==> src/rtl/sevenseg_pkg.sv <==
// Shared constants for the seven-segment scan controller.
//   SEG_TABLE : active-high g..a patterns for hex digits 0..F (entry n = digit n)
//   SEG_DP    : bit position of the decimal point on the segment bus
//   clog2     : ceiling log2, never less than 1 (counters always keep one bit)
package sevenseg_pkg;

   localparam int unsigned SEG_DP = 7;

   // Listed F down to 0 so that SEG_TABLE[n] selects digit n.
   localparam logic [15:0][6:0] SEG_TABLE = {
      7'h71, 7'h79, 7'h5E, 7'h39, 7'h7C, 7'h77, 7'h6F, 7'h7F,
      7'h07, 7'h7D, 7'h6D, 7'h66, 7'h4F, 7'h5B, 7'h06, 7'h3F
   };

   function automatic int unsigned clog2(input int unsigned v);
      int unsigned r;
      r = 0;
      while ((64'd1 << r) < 64'(v)) r = r + 1;
      return (r == 0) ? 1 : r;
   endfunction

endpackage

==> src/rtl/sevenseg_scan_ctrl_if.sv <==
// Data/control bundle between a display data source and the scan controller.
//   digits_in/dp_in/blank_in/load/brightness : source -> controller
//   seg_out/anode/digit_idx/frame_tick       : controller -> pins / source
interface sevenseg_scan_ctrl_if
   import sevenseg_pkg::*;
#(
   parameter int unsigned NUM_DIGITS = 4,
   parameter int unsigned BRIGHT_W   = 4
);
   localparam int unsigned IDX_W = clog2(NUM_DIGITS);

   logic [4*NUM_DIGITS-1:0] digits_in;
   logic [NUM_DIGITS-1:0]   dp_in;
   logic [NUM_DIGITS-1:0]   blank_in;
   logic                    load;
   logic [BRIGHT_W-1:0]     brightness;
   logic [7:0]              seg_out;
   logic [NUM_DIGITS-1:0]   anode;
   logic [IDX_W-1:0]        digit_idx;
   logic                    frame_tick;

   modport master (
      output digits_in, dp_in, blank_in, load, brightness,
      input  seg_out, anode, digit_idx, frame_tick
   );

   modport slave (
      input  digits_in, dp_in, blank_in, load, brightness,
      output seg_out, anode, digit_idx, frame_tick
   );
endinterface

==> src/rtl/sevenseg_scan_ctrl_hex_to_seg.sv <==
// Combinational hex nibble to active-high seven-segment pattern (bit 0 = a).
//   nibble : hex value 0..F
//   seg_c  : g..a pattern, 1 = segment lit
module hex_to_seg
   import sevenseg_pkg::*;
(
   input  logic [3:0] nibble,
   output logic [6:0] seg_c
);
   always_comb seg_c = SEG_TABLE[nibble];
endmodule

==> src/rtl/sevenseg_scan_ctrl.sv <==
// N-digit multiplexed seven-segment scan controller with double-buffered
// display data, PWM brightness, anti-ghosting guard band and frame strobe.
//   clk, rst : system clock, synchronous active-high reset
//   bus      : slave side of sevenseg_scan_ctrl_if (data in, pins out)
module sevenseg_scan_ctrl
   import sevenseg_pkg::*;
#(
   parameter int unsigned NUM_DIGITS       = 4,
   parameter int unsigned SLOT_CYCLES      = 100000,
   parameter int unsigned BRIGHT_W         = 4,
   parameter int unsigned GUARD            = 2,
   parameter bit          ANODE_ACTIVE_LOW = 1'b1,
   parameter bit          SEG_ACTIVE_LOW   = 1'b1
) (
   input  logic                 clk,
   input  logic                 rst,
   sevenseg_scan_ctrl_if.slave  bus
);
   localparam int unsigned SC_W  = clog2(SLOT_CYCLES);
   localparam int unsigned IDX_W = clog2(NUM_DIGITS);
   localparam int unsigned CMP_W = SC_W + 1;
   localparam int unsigned DW    = 4 * NUM_DIGITS;
   localparam int unsigned STEP  = SLOT_CYCLES >> BRIGHT_W;
   // XOR masks that turn active-high intent into pin polarity
   localparam logic [7:0]            SEG_POL = {8{SEG_ACTIVE_LOW}};
   localparam logic [NUM_DIGITS-1:0] AN_POL  = {NUM_DIGITS{ANODE_ACTIVE_LOW}};

   logic [SC_W-1:0]       slot_cnt_q, slot_cnt_d;
   logic [IDX_W-1:0]      digit_idx_q, digit_idx_d;
   logic                  frame_tick_q, frame_tick_d;
   logic [DW-1:0]         pend_digits_q, pend_digits_d, act_digits_q, act_digits_d;
   logic [NUM_DIGITS-1:0] pend_dp_q, pend_dp_d, act_dp_q, act_dp_d;
   logic [NUM_DIGITS-1:0] pend_blank_q, pend_blank_d, act_blank_q, act_blank_d;
   logic [7:0]            seg_out_q, seg_out_d;
   logic [NUM_DIGITS-1:0] anode_q, anode_d;

   logic                  slot_end_c, frame_end_c, lit_c, show_c;
   logic [CMP_W-1:0]      thresh_c;
   logic [3:0]            cur_nib_c;
   logic                  cur_dp_c, cur_blank_c;
   logic [NUM_DIGITS-1:0] onehot_c;
   logic [6:0]            pat_c;

   hex_to_seg u_dec (
      .nibble (cur_nib_c),
      .seg_c  (pat_c)
   );

   // Pick the active-buffer fields for the currently scanned digit.
   always_comb begin
      cur_nib_c   = '0;
      cur_dp_c    = 1'b0;
      cur_blank_c = 1'b1;
      onehot_c    = '0;
      for (int unsigned k = 0; k < NUM_DIGITS; k++) begin
         if (digit_idx_q == IDX_W'(k)) begin
            cur_nib_c   = act_digits_q[k*4 +: 4];
            cur_dp_c    = act_dp_q[k];
            cur_blank_c = act_blank_q[k];
            onehot_c[k] = 1'b1;
         end
      end
   end

   // PWM window: after the guard band, up to brightness*STEP (full scale = whole slot).
   always_comb begin
      thresh_c = CMP_W'(bus.brightness) * CMP_W'(STEP);
      lit_c    = (slot_cnt_q >= SC_W'(GUARD)) &&
                 ((bus.brightness == '1) || ({1'b0, slot_cnt_q} < thresh_c));
      show_c   = lit_c && !cur_blank_c;
   end

   // Next-state: scan counters, buffer transfer at frame boundary, output regs.
   always_comb begin
      slot_cnt_d    = slot_cnt_q;
      digit_idx_d   = digit_idx_q;
      frame_tick_d  = 1'b0;
      pend_digits_d = pend_digits_q;
      pend_dp_d     = pend_dp_q;
      pend_blank_d  = pend_blank_q;
      act_digits_d  = act_digits_q;
      act_dp_d      = act_dp_q;
      act_blank_d   = act_blank_q;

      slot_end_c  = (slot_cnt_q == SC_W'(SLOT_CYCLES - 1));
      frame_end_c = slot_end_c && (digit_idx_q == IDX_W'(NUM_DIGITS - 1));

      slot_cnt_d = slot_end_c ? '0 : slot_cnt_q + SC_W'(1);
      if (slot_end_c) begin
         digit_idx_d = (digit_idx_q == IDX_W'(NUM_DIGITS - 1)) ? '0
                                                                : digit_idx_q + IDX_W'(1);
      end
      frame_tick_d = frame_end_c;

      if (bus.load) begin
         pend_digits_d = bus.digits_in;
         pend_dp_d     = bus.dp_in;
         pend_blank_d  = bus.blank_in;
      end
      // A load on the boundary cycle goes straight to the active buffer.
      if (frame_end_c) begin
         act_digits_d = bus.load ? bus.digits_in : pend_digits_q;
         act_dp_d     = bus.load ? bus.dp_in     : pend_dp_q;
         act_blank_d  = bus.load ? bus.blank_in  : pend_blank_q;
      end

      anode_d   = (show_c ? onehot_c : '0) ^ AN_POL;
      seg_out_d = (show_c ? {cur_dp_c, pat_c} : 8'h00) ^ SEG_POL;
   end

   always_ff @(posedge clk) begin
      if (rst) begin
         slot_cnt_q    <= '0;
         digit_idx_q   <= '0;
         frame_tick_q  <= 1'b0;
         pend_digits_q <= '0;
         pend_dp_q     <= '0;
         pend_blank_q  <= '1;
         act_digits_q  <= '0;
         act_dp_q      <= '0;
         act_blank_q   <= '1;
         seg_out_q     <= SEG_POL;
         anode_q       <= AN_POL;
      end else begin
         slot_cnt_q    <= slot_cnt_d;
         digit_idx_q   <= digit_idx_d;
         frame_tick_q  <= frame_tick_d;
         pend_digits_q <= pend_digits_d;
         pend_dp_q     <= pend_dp_d;
         pend_blank_q  <= pend_blank_d;
         act_digits_q  <= act_digits_d;
         act_dp_q      <= act_dp_d;
         act_blank_q   <= act_blank_d;
         seg_out_q     <= seg_out_d;
         anode_q       <= anode_d;
      end
   end

   assign bus.seg_out    = seg_out_q;
   assign bus.anode      = anode_q;
   assign bus.digit_idx  = digit_idx_q;
   assign bus.frame_tick = frame_tick_q;

endmodule

==> src/flat_wrapper.sv <==
// flat-port wrapper written by rule: the top's interface ports become plain ports
module sevenseg_scan_ctrl_flat import sevenseg_pkg::*;
#(
   parameter int unsigned NUM_DIGITS       = 4,
   parameter int unsigned SLOT_CYCLES      = 100000,
   parameter int unsigned BRIGHT_W         = 4,
   parameter int unsigned GUARD            = 2,
   parameter bit          ANODE_ACTIVE_LOW = 1'b1,
   parameter bit          SEG_ACTIVE_LOW   = 1'b1
)
  (clk, rst, bus_digits_in, bus_dp_in, bus_blank_in, bus_load, bus_brightness, bus_seg_out, bus_anode, bus_digit_idx, bus_frame_tick);
  sevenseg_scan_ctrl_if #(.NUM_DIGITS(NUM_DIGITS), .BRIGHT_W(BRIGHT_W)) bus_i ();
  input  logic clk;
  input  logic rst;
  input wire logic [$bits(bus_i.digits_in)-1:0] bus_digits_in;
  input wire logic [$bits(bus_i.dp_in)-1:0] bus_dp_in;
  input wire logic [$bits(bus_i.blank_in)-1:0] bus_blank_in;
  input wire logic [$bits(bus_i.load)-1:0] bus_load;
  input wire logic [$bits(bus_i.brightness)-1:0] bus_brightness;
  output wire logic [$bits(bus_i.seg_out)-1:0] bus_seg_out;
  output wire logic [$bits(bus_i.anode)-1:0] bus_anode;
  output wire logic [$bits(bus_i.digit_idx)-1:0] bus_digit_idx;
  output wire logic [$bits(bus_i.frame_tick)-1:0] bus_frame_tick;
  assign bus_i.digits_in = bus_digits_in;
  assign bus_i.dp_in = bus_dp_in;
  assign bus_i.blank_in = bus_blank_in;
  assign bus_i.load = bus_load;
  assign bus_i.brightness = bus_brightness;
  assign bus_seg_out = bus_i.seg_out;
  assign bus_anode = bus_i.anode;
  assign bus_digit_idx = bus_i.digit_idx;
  assign bus_frame_tick = bus_i.frame_tick;
  sevenseg_scan_ctrl #(.NUM_DIGITS(NUM_DIGITS), .SLOT_CYCLES(SLOT_CYCLES), .BRIGHT_W(BRIGHT_W), .GUARD(GUARD), .ANODE_ACTIVE_LOW(ANODE_ACTIVE_LOW), .SEG_ACTIVE_LOW(SEG_ACTIVE_LOW)) u_core (.clk(clk), .rst(rst), .bus(bus_i));
endmodule
==> config.mk <==
export PLATFORM = sky130hd
export DESIGN_NAME = sevenseg_scan_ctrl_flat
export DESIGN_NICKNAME = d
export VERILOG_FILES = /design/src/rtl/sevenseg_pkg.sv /design/src/rtl/sevenseg_scan_ctrl_if.sv /design/src/rtl/sevenseg_scan_ctrl_hex_to_seg.sv /design/src/rtl/sevenseg_scan_ctrl.sv /design/src/flat_wrapper.sv
export SDC_FILE = /design/constraint.sdc
export NUM_CORES = 1
export LEC_CHECK = 0
export ABC_AREA = 0
export BUFFER_PORTS_ARGS = -buffer_cell sky130_fd_sc_hd__buf_2
export CORE_ASPECT_RATIO = 1.75
export CORE_UTILIZATION = 50
export DETAILED_ROUTE_END_ITERATION = 10
export GPL_ROUTABILITY_DRIVEN = 0
export PLACE_DENSITY = 0.71
export SLEW_MARGIN = 20
export SYNTH_ARGS = -nofsm -noshare
export SYNTH_HDL_FRONTEND = slang
export SYNTH_HIERARCHICAL = 1
export SYNTH_SLANG_ARGS = --single-unit
export TNS_END_PERCENT = 30
==> constraint.sdc <==
create_clock -name clk -period 10.5 [get_ports clk]
set_clock_uncertainty 0.05 [all_clocks]
set_input_delay 0.525 -clock clk [delete_from_list [all_inputs] [get_ports clk]]
set_output_delay 0.525 -clock clk [all_outputs]
set_load 0.01 [all_outputs]
==> reports/metrics.yaml, run 1 <==
fin_crit_ns: 4.18
grt_antenna_before_repair: 0
cp_max_fo: 12
synth-edff-count: 0
arrival_ns: 4.32
startpoint_type: "input port"
cts.path.max_buffers: 2
cp_cell_sequence: "buf_2 -> inv_1 -> ha_1 -> inv_1 -> ha_1 -> ha_1 -> o21ai_0 -> o21bai_1 -> a21oi_1 -> o41ai_1 -> xnor2_1 -> ha_1 -> a211o_1 -> a211oi_1 -> a21oi_1 -> a211oi_1 -> buf_4 -> nand3b_1"
worstReg2RegEnd: "u_core/bus.seg_out[5]$_SDFF_PP1_"
clock_tree.root_cell: "clkbuf_16"
track_usage_pct: 21.8
cap_violations: 0
dr.pass1.iters: 4
io_buffers: 45
synthFlopType: "dfxtp_1"
cp.required_ns: 10.64
hold_buffers: 0
yosys_warnings: 6
worst_hold_slack_ns: 0.380
synth_cell_types: 48
syn_nets: 548
drc: 0
vias_per_cell: 5.58
drive_gt1_share_pct: 13.6
min_to: "u_core/pend_blank_q[1]$_SDFF_PP1_"
grt_pass1_wl_mm: 15.4
grt_pass1_vias: 3470
worstSetupEndpointType: "register"
cp_common_cell: "ha_1"
start_util_pct: 51.8
finalMaxSlewViolations: 0
avgRoutedWirePerCell_um: 14.6
final_nets: 580
asyncSetResetFlopFracSynth_pct: 0
htree_levels: 3
holdPathStages: 2
slowest_delay_ns: 0.42
rsz0062_at_grt: "false"
finalHoldViolations: 0
crit_family: "compound AO/OA/AOI/OAI gates"
worst_pin_slew_ns: 0.950
synthesis.area_um2: 4340
grt-ovfl-total: 0
critical_path_class: "in -> reg"
fillerInstances: 778
totalWireLength_mm: 9.11
grt_max_degree: 75
hold_class: "in -> reg"
final.period_utilization_pct: 39.8
hold_start: "bus_blank_in[1]"
num_rows: 44
timing.rr.start: "u_core/bus.digit_idx[1]$_SDFFE_PP0N_"
io_pins: 46
cts.sinks: 80
status: "finished clean"
yosysSeqAreaShare_pct: 36.9
cts_tree: "done"
p_per_area_nw_per_um2: 145
core_area_um2: 8370
diodes: 0
max-vdd-ir-drop_mv: 0.0906
vias: 3478
finalSetupTns_ns: 0
drtIter0Drc: 217
dieArea_um2: 9060
clk_pin_slew_ns: 0.06
chipWidth_um: 72.4
max-slew-margin-rel_pct: 36.3
post_cts_buffers: 0
post_cts_resized: 0
p_leak_nw: 2.10
die_y_um: 125
avgSynthCellArea_um2: 9.20
syn_inst: 471
clk-insertion-delay-late_ns: 0.33
ff2ff_path_depth: 9
ys_ff_latch: 80
syn2layout_area_growth_pct: 13.5
setup_viol: 0
cts_buffers: 9
cp_slowest_cell: "o41ai_1"
rrSetupSlack_ns: 7.59
dp_hpwl_mm: 6.63
max_freq_mhz: 239
drtAntennaViolNets: 0
path_buf_inv: 4
## area by class of cell
class	instances	area, µm²	area share, %
Tap cell	115	144	2.92
Clock buffer	14	284	5.77
Multi-Input combinational cell	346	2540	51.6
Timing Repair Buffer	48	250	5.08
Inverter	18	67.6	1.37
Clock inverter	2	35.0	0.712
Sequential cell	80	1600	32.5
## how the worst max path moves through the flow
stage,start,to,slack (ns),cells after the start
floorplan,bus_brightness[1],u_core/bus.anode[2]$_SDFF_PP1_,6.56,17
global placement,bus_brightness[2],u_core/bus.anode[2]$_SDFF_PP1_,6.32,18
detailed placement,bus_brightness[2],u_core/bus.anode[3]$_SDFF_PP1_,6.09,18
global route,bus_brightness[2],u_core/bus.anode[2]$_SDFF_PP1_,6.10,18
finish,bus_brightness[2],u_core/bus.anode[3]$_SDFF_PP1_,6.32,18
CTS,bus_brightness[2],u_core/bus.anode[3]$_SDFF_PP1_,6.43,18
## per-layer routing
metal	up-vias	global-route usage (%)	routed length (µm)
li1	1739	-	-
met5	-	0	0
met4	0	10.1	254
met3	19	3.71	237
met1	1659	21.1	3590
met2	61	42.5	5030
## where the power goes
group          internal, mW  total [mW]  switching [mW]
logic                0.0333      0.0780          0.0446
clock network         0.210       0.323           0.114
registers             0.310       0.313         0.00282
## state kept, by name, indices dropped and copies added, names as in the netlist
signal and flops:
u_core/bus.seg_out 8, u_core/act_dp_q 4, u_core/bus.digit_idx 2, u_core/act_blank_q 4, u_core/pend_blank_q 4, u_core/act_digits_q 16, u_core/bus.frame_tick 1, u_core/pend_dp_q 4
u_core/bus.anode 4, u_core/slot_cnt_q 17, u_core/pend_digits_q 16
## layout by cell type, fill, tap and decap left out, drive strengths merged, types with 2 or more instances in the layout
cell type,Yosys,layout
inv,18,18
o21a,6,6
nand2,26,26
nand4,8,8
mux2i,23,23
nor2,49,49
nand3,18,18
nor4,4,4
o21ai,11,11
mux2,3,3
nor2b,5,5
and4,2,2
clkbuf,18,14
xor2,17,17
a21oi,20,20
a21o,4,4
a31oi,3,3
ha,46,46
and3,6,6
buf,9,48
or3,2,2
dfxtp,80,80
nand2b,3,3
and2,4,4
nor3,4,4
xnor2,11,11
nand3b,27,27
a211o,7,7
a221oi,2,2
a211oi,3,3
o31ai,20,20
## per-stage QoR
step / power, mW / setup WS, ns / instance area, µm² / cells / utilization (%)
after floorplan: 0.376 / 6.56 / 4340 / 471 / -
final: 0.714 / 6.32 / 4920 / 623 / 58.8
after global placement: 0.395 / 6.32 / 4600 / 607 / 55.0
after CTS: 0.720 / 6.43 / 4920 / 623 / 58.8
after global routing: 0.742 / 6.10 / 4920 / 623 / 58.8
after detailed placement: 0.397 / 6.09 / 4600 / 607 / 55.0
## synth_stat cells, types with 3 or more instances
cell      instances  share of area [%]
dfxtp_1          80                 37
nor2_1           49                4.2
ha_1             46                 13
nand3b_1         27                4.7
nand2_1          26                2.3
mux2i_1          23                5.3
a21oi_1          20                2.3
o31ai_1          20                3.5
clkbuf_1         18                1.6
inv_1            18                1.6
nand3_1          18                2.1
xor2_1           17                3.4
xnor2_1          11                2.2
nand4_1           8                1.2
a211o_1           7                1.4
o21ai_1           7               0.81
and3_1            6               0.87
o21a_1            6                1.0
buf_2             5               0.58
nor2b_1           5               0.72
a21o_1            4               0.69
and2_1            4               0.58
nor3_1            4               0.46
o21ai_0           4               0.46
a211oi_1          3               0.52
a31oi_1           3               0.43
mux2_2            3               0.78
nand2b_1          3               0.43
nor4_1            3               0.43
## kinds of logic (layout without fill, tap and decap cells)
kind of cell             count (synthesis)  count (layout)  share of synthesized area [%]
AO/OA/AOI/OAI                           85              85                           13.4
flip-flops                              80              80                           36.9
multiplexers                            27              27                           6.70
AND/OR/NAND/NOR                        160             160                           19.5
XOR/XNOR                                28              28                           5.66
adder cells (fa/ha/maj)                 46              46                           13.3
buffers and inverters                   45              82                           4.47
Note: power is estimated with default switching activity, not from simulation.
==> run 2, diff against run 1 <==
Settings changed: PLACE_DENSITY 0.71 to 0.73.
Clock period 10.5 ns to 3.7 ns, I/O delays scaled along.
==> run 2 against run 1 <==
  * Hold slack lost 0.33 ns
  * Highest routed layer unchanged
  * Critical path depth is the same
  * Sequential share of layout area shrank 1.1 points
  * First-iteration DRC count shrank 35%
  * Non-clock buffer count grew 11
  * Clock power grew to 3.0 times the previous value
  * Largest power group unchanged
  * Total power grew to 3.0 times the previous value
  * Register-to-register slack lost 6.8 ns
  * Sequential power grew to 2.8 times the previous value
  * Design area grew 3.6%
  * Global-route usage shrank 0.10 points
==> reports/metrics.yaml, run 2 (same netlist as run 1, synthesis figures left out) <==
totalWireLength_mm: 9.39  # +3.1%
avgRoutedWirePerCell_um: 14.8  # +1.3%
drtAntennaViolNets: 0  # unchanged
max-vdd-ir-drop_mv: 0.283  # +210%
cap_violations: 0  # unchanged
startpoint_type: "input port"
post_dp_cell_area_um2: 4670  # +1.5%
drc: 0  # unchanged
final.period_utilization_pct: 96.0
core_area_um2: 8370  # unchanged
track_usage_pct: 21.7  # -0.10 points
cts.path.max_buffers: 2  # unchanged
vias: 3536  # +1.7%
grt_max_degree: 75  # unchanged
setup_viol: 0  # unchanged
cts.sinks: 80  # unchanged
dp_hpwl_mm: 6.76  # +1.9%
chipWidth_um: 72.4  # unchanged
clock_tree.root_cell: "clkbuf_16"
syn2layout_area_growth_pct: 17.7
layout_common_cells: "80 x dfxtp_1, 49 x nor2_1, 44 x buf_2"
largest-register: "u_core/slot_cnt_q"
clk-insertion-delay-late_ns: 0.34  # about the same
post-route-worst-setup-slack_ns: 0.149  # -6.17 ns
pre_cts_ws_ns: -0.157  # -6.25 ns
cp_max_fo: 6  # -6
max-slew-margin-rel_pct: 41.0  # +4.7 points
dieArea_um2: 9060  # unchanged
status: "finished clean"
drtIter0Drc: 141  # -35%
finalHoldViolations: 0  # unchanged
start_util_pct: 51.8  # unchanged
num_rows: 44  # unchanged
io_pins: 46  # unchanged
clk_pin_slew_ns: 0.06  # about the same
grt_antenna_before_repair: 0  # unchanged
diodes: 0  # unchanged
grt-ovfl-total: 0  # unchanged
cp-startpoint: "bus_brightness[1]"
cts_tree: "done"
grt_pass1_vias: 3552  # +2.4%
vias_per_cell: 5.58  # about the same
fin_crit_ns: 3.55
dr.pass1.iters: 4  # unchanged
finalNonFillerCells: 634  # +1.8%
highest_layer: "met4"
final_nets: 591  # +1.9%
max_freq_mhz: 282
htree_levels: 3  # unchanged
die_y_um: 125  # unchanged
grt_pass1_wl_mm: 15.3  # -0.71%
worst_hold_slack_ns: 0.0489  # -0.331 ns
arrival_ns: 3.70  # -0.62 ns
largest_reg_flops: 17  # unchanged
cp.required_ns: 3.85  # -6.79 ns
cts_buffers: 9  # unchanged
drive_gt1_share_pct: 17.5  # +4.0 points
hold_class: "in -> reg"
layout_commonest_cell: "dfxtp_1"
timing.rr.start: "u_core/bus.digit_idx[1]$_SDFFE_PP0N_"
wl_met1_mm: 3.50  # -2.6%
p_leak_nw: 2.16  # +3.0%
total_power_mw: 2.12  # +200%
io_buffers: 45  # unchanged
placed_cells: 616  # +1.5%
worst_pin_slew_ns: 0.877  # -0.0725 ns
finalSetupTns_ns: 0  # unchanged
reg_top3: "u_core/slot_cnt_q: 17 flops, u_core/act_digits_q: 16 flops, u_core/pend_digits_q: 16 flops"
hold_start: "bus_blank_in[0]"
wl_met2_mm: 5.12  # +1.9%
final_util_pct: 61.0  # +2.1 points
p_per_area_nw_per_um2: 416  # +190%
worstSetupEndpointType: "register"
final_area_um2: 5100  # +3.6%
dr_wl_met3_um: 295  # +24%
finalMaxSlewViolations: 0  # unchanged
critical_path_class: "in -> reg"
==> run 2: final timing paths <==
path,slack (ns),end,cells after the start
setup / recovery,0.15,u_core/bus.anode[0]$_SDFF_PP1_,18
hold / removal,0.05,u_core/pend_blank_q[0]$_SDFF_PP1_,2
hold reg to reg,0.44,u_core/pend_digits_q[7]$_SDFF_PP0_,2
setup reg to reg,0.83,u_core/bus.seg_out[3]$_SDFF_PP1_,10
==> run 2: report_power, final <==
part           internal [mW]  switching [mW]
Sequential             0.880         0.00925
Clock                  0.628           0.337
Combinational          0.125           0.142
==> run 2: layout make-up <==
cell class	instances	area (µm²)
clock buffers	12	256
clock inverters	4	76.3
fillers	755	3270
inverters	18	67.6
multi-input cells	346	2620
flip-flops and latches	80	1600
well taps	115	144
repair buffers	59	333
==> run 2: layer usage <==
metal | track usage (%) | vias to the layer above
met4 | 14.1 | 0
li1 | - | 1765
met2 | 40.2 | 77
met5 | 0 | -
met1 | 20.4 | 1658
met3 | 4.92 | 36
==> run 2: worst max-delay path, stage by stage <==
cell and delay [ns]:
buf_2 0.12, ha_1 0.21, xor2_1 0.14, ha_1 0.17
a21o_1 0.18, ha_4 0.29, a211oi_2 0.08, o21bai_1 0.21
a21oi_2 0.10, o41ai_2 0.34, xnor2_1 0.14, ha_1 0.32
a211o_1 0.28, a211oi_2 0.24, a21oi_1 0.12, a211oi_2 0.28
buf_4 0.21, nand3_1 0.09
==> run 2: timing repair <==
| action | 4_1_cts | 5_1_grt |
|---|---|---|
| hold buffers | 0 | 0 |
| setup buffers | 0 | 1 |
| resized for setup | 0 | 15 |
| endpoints found under the setup margin | 0 | 12 |
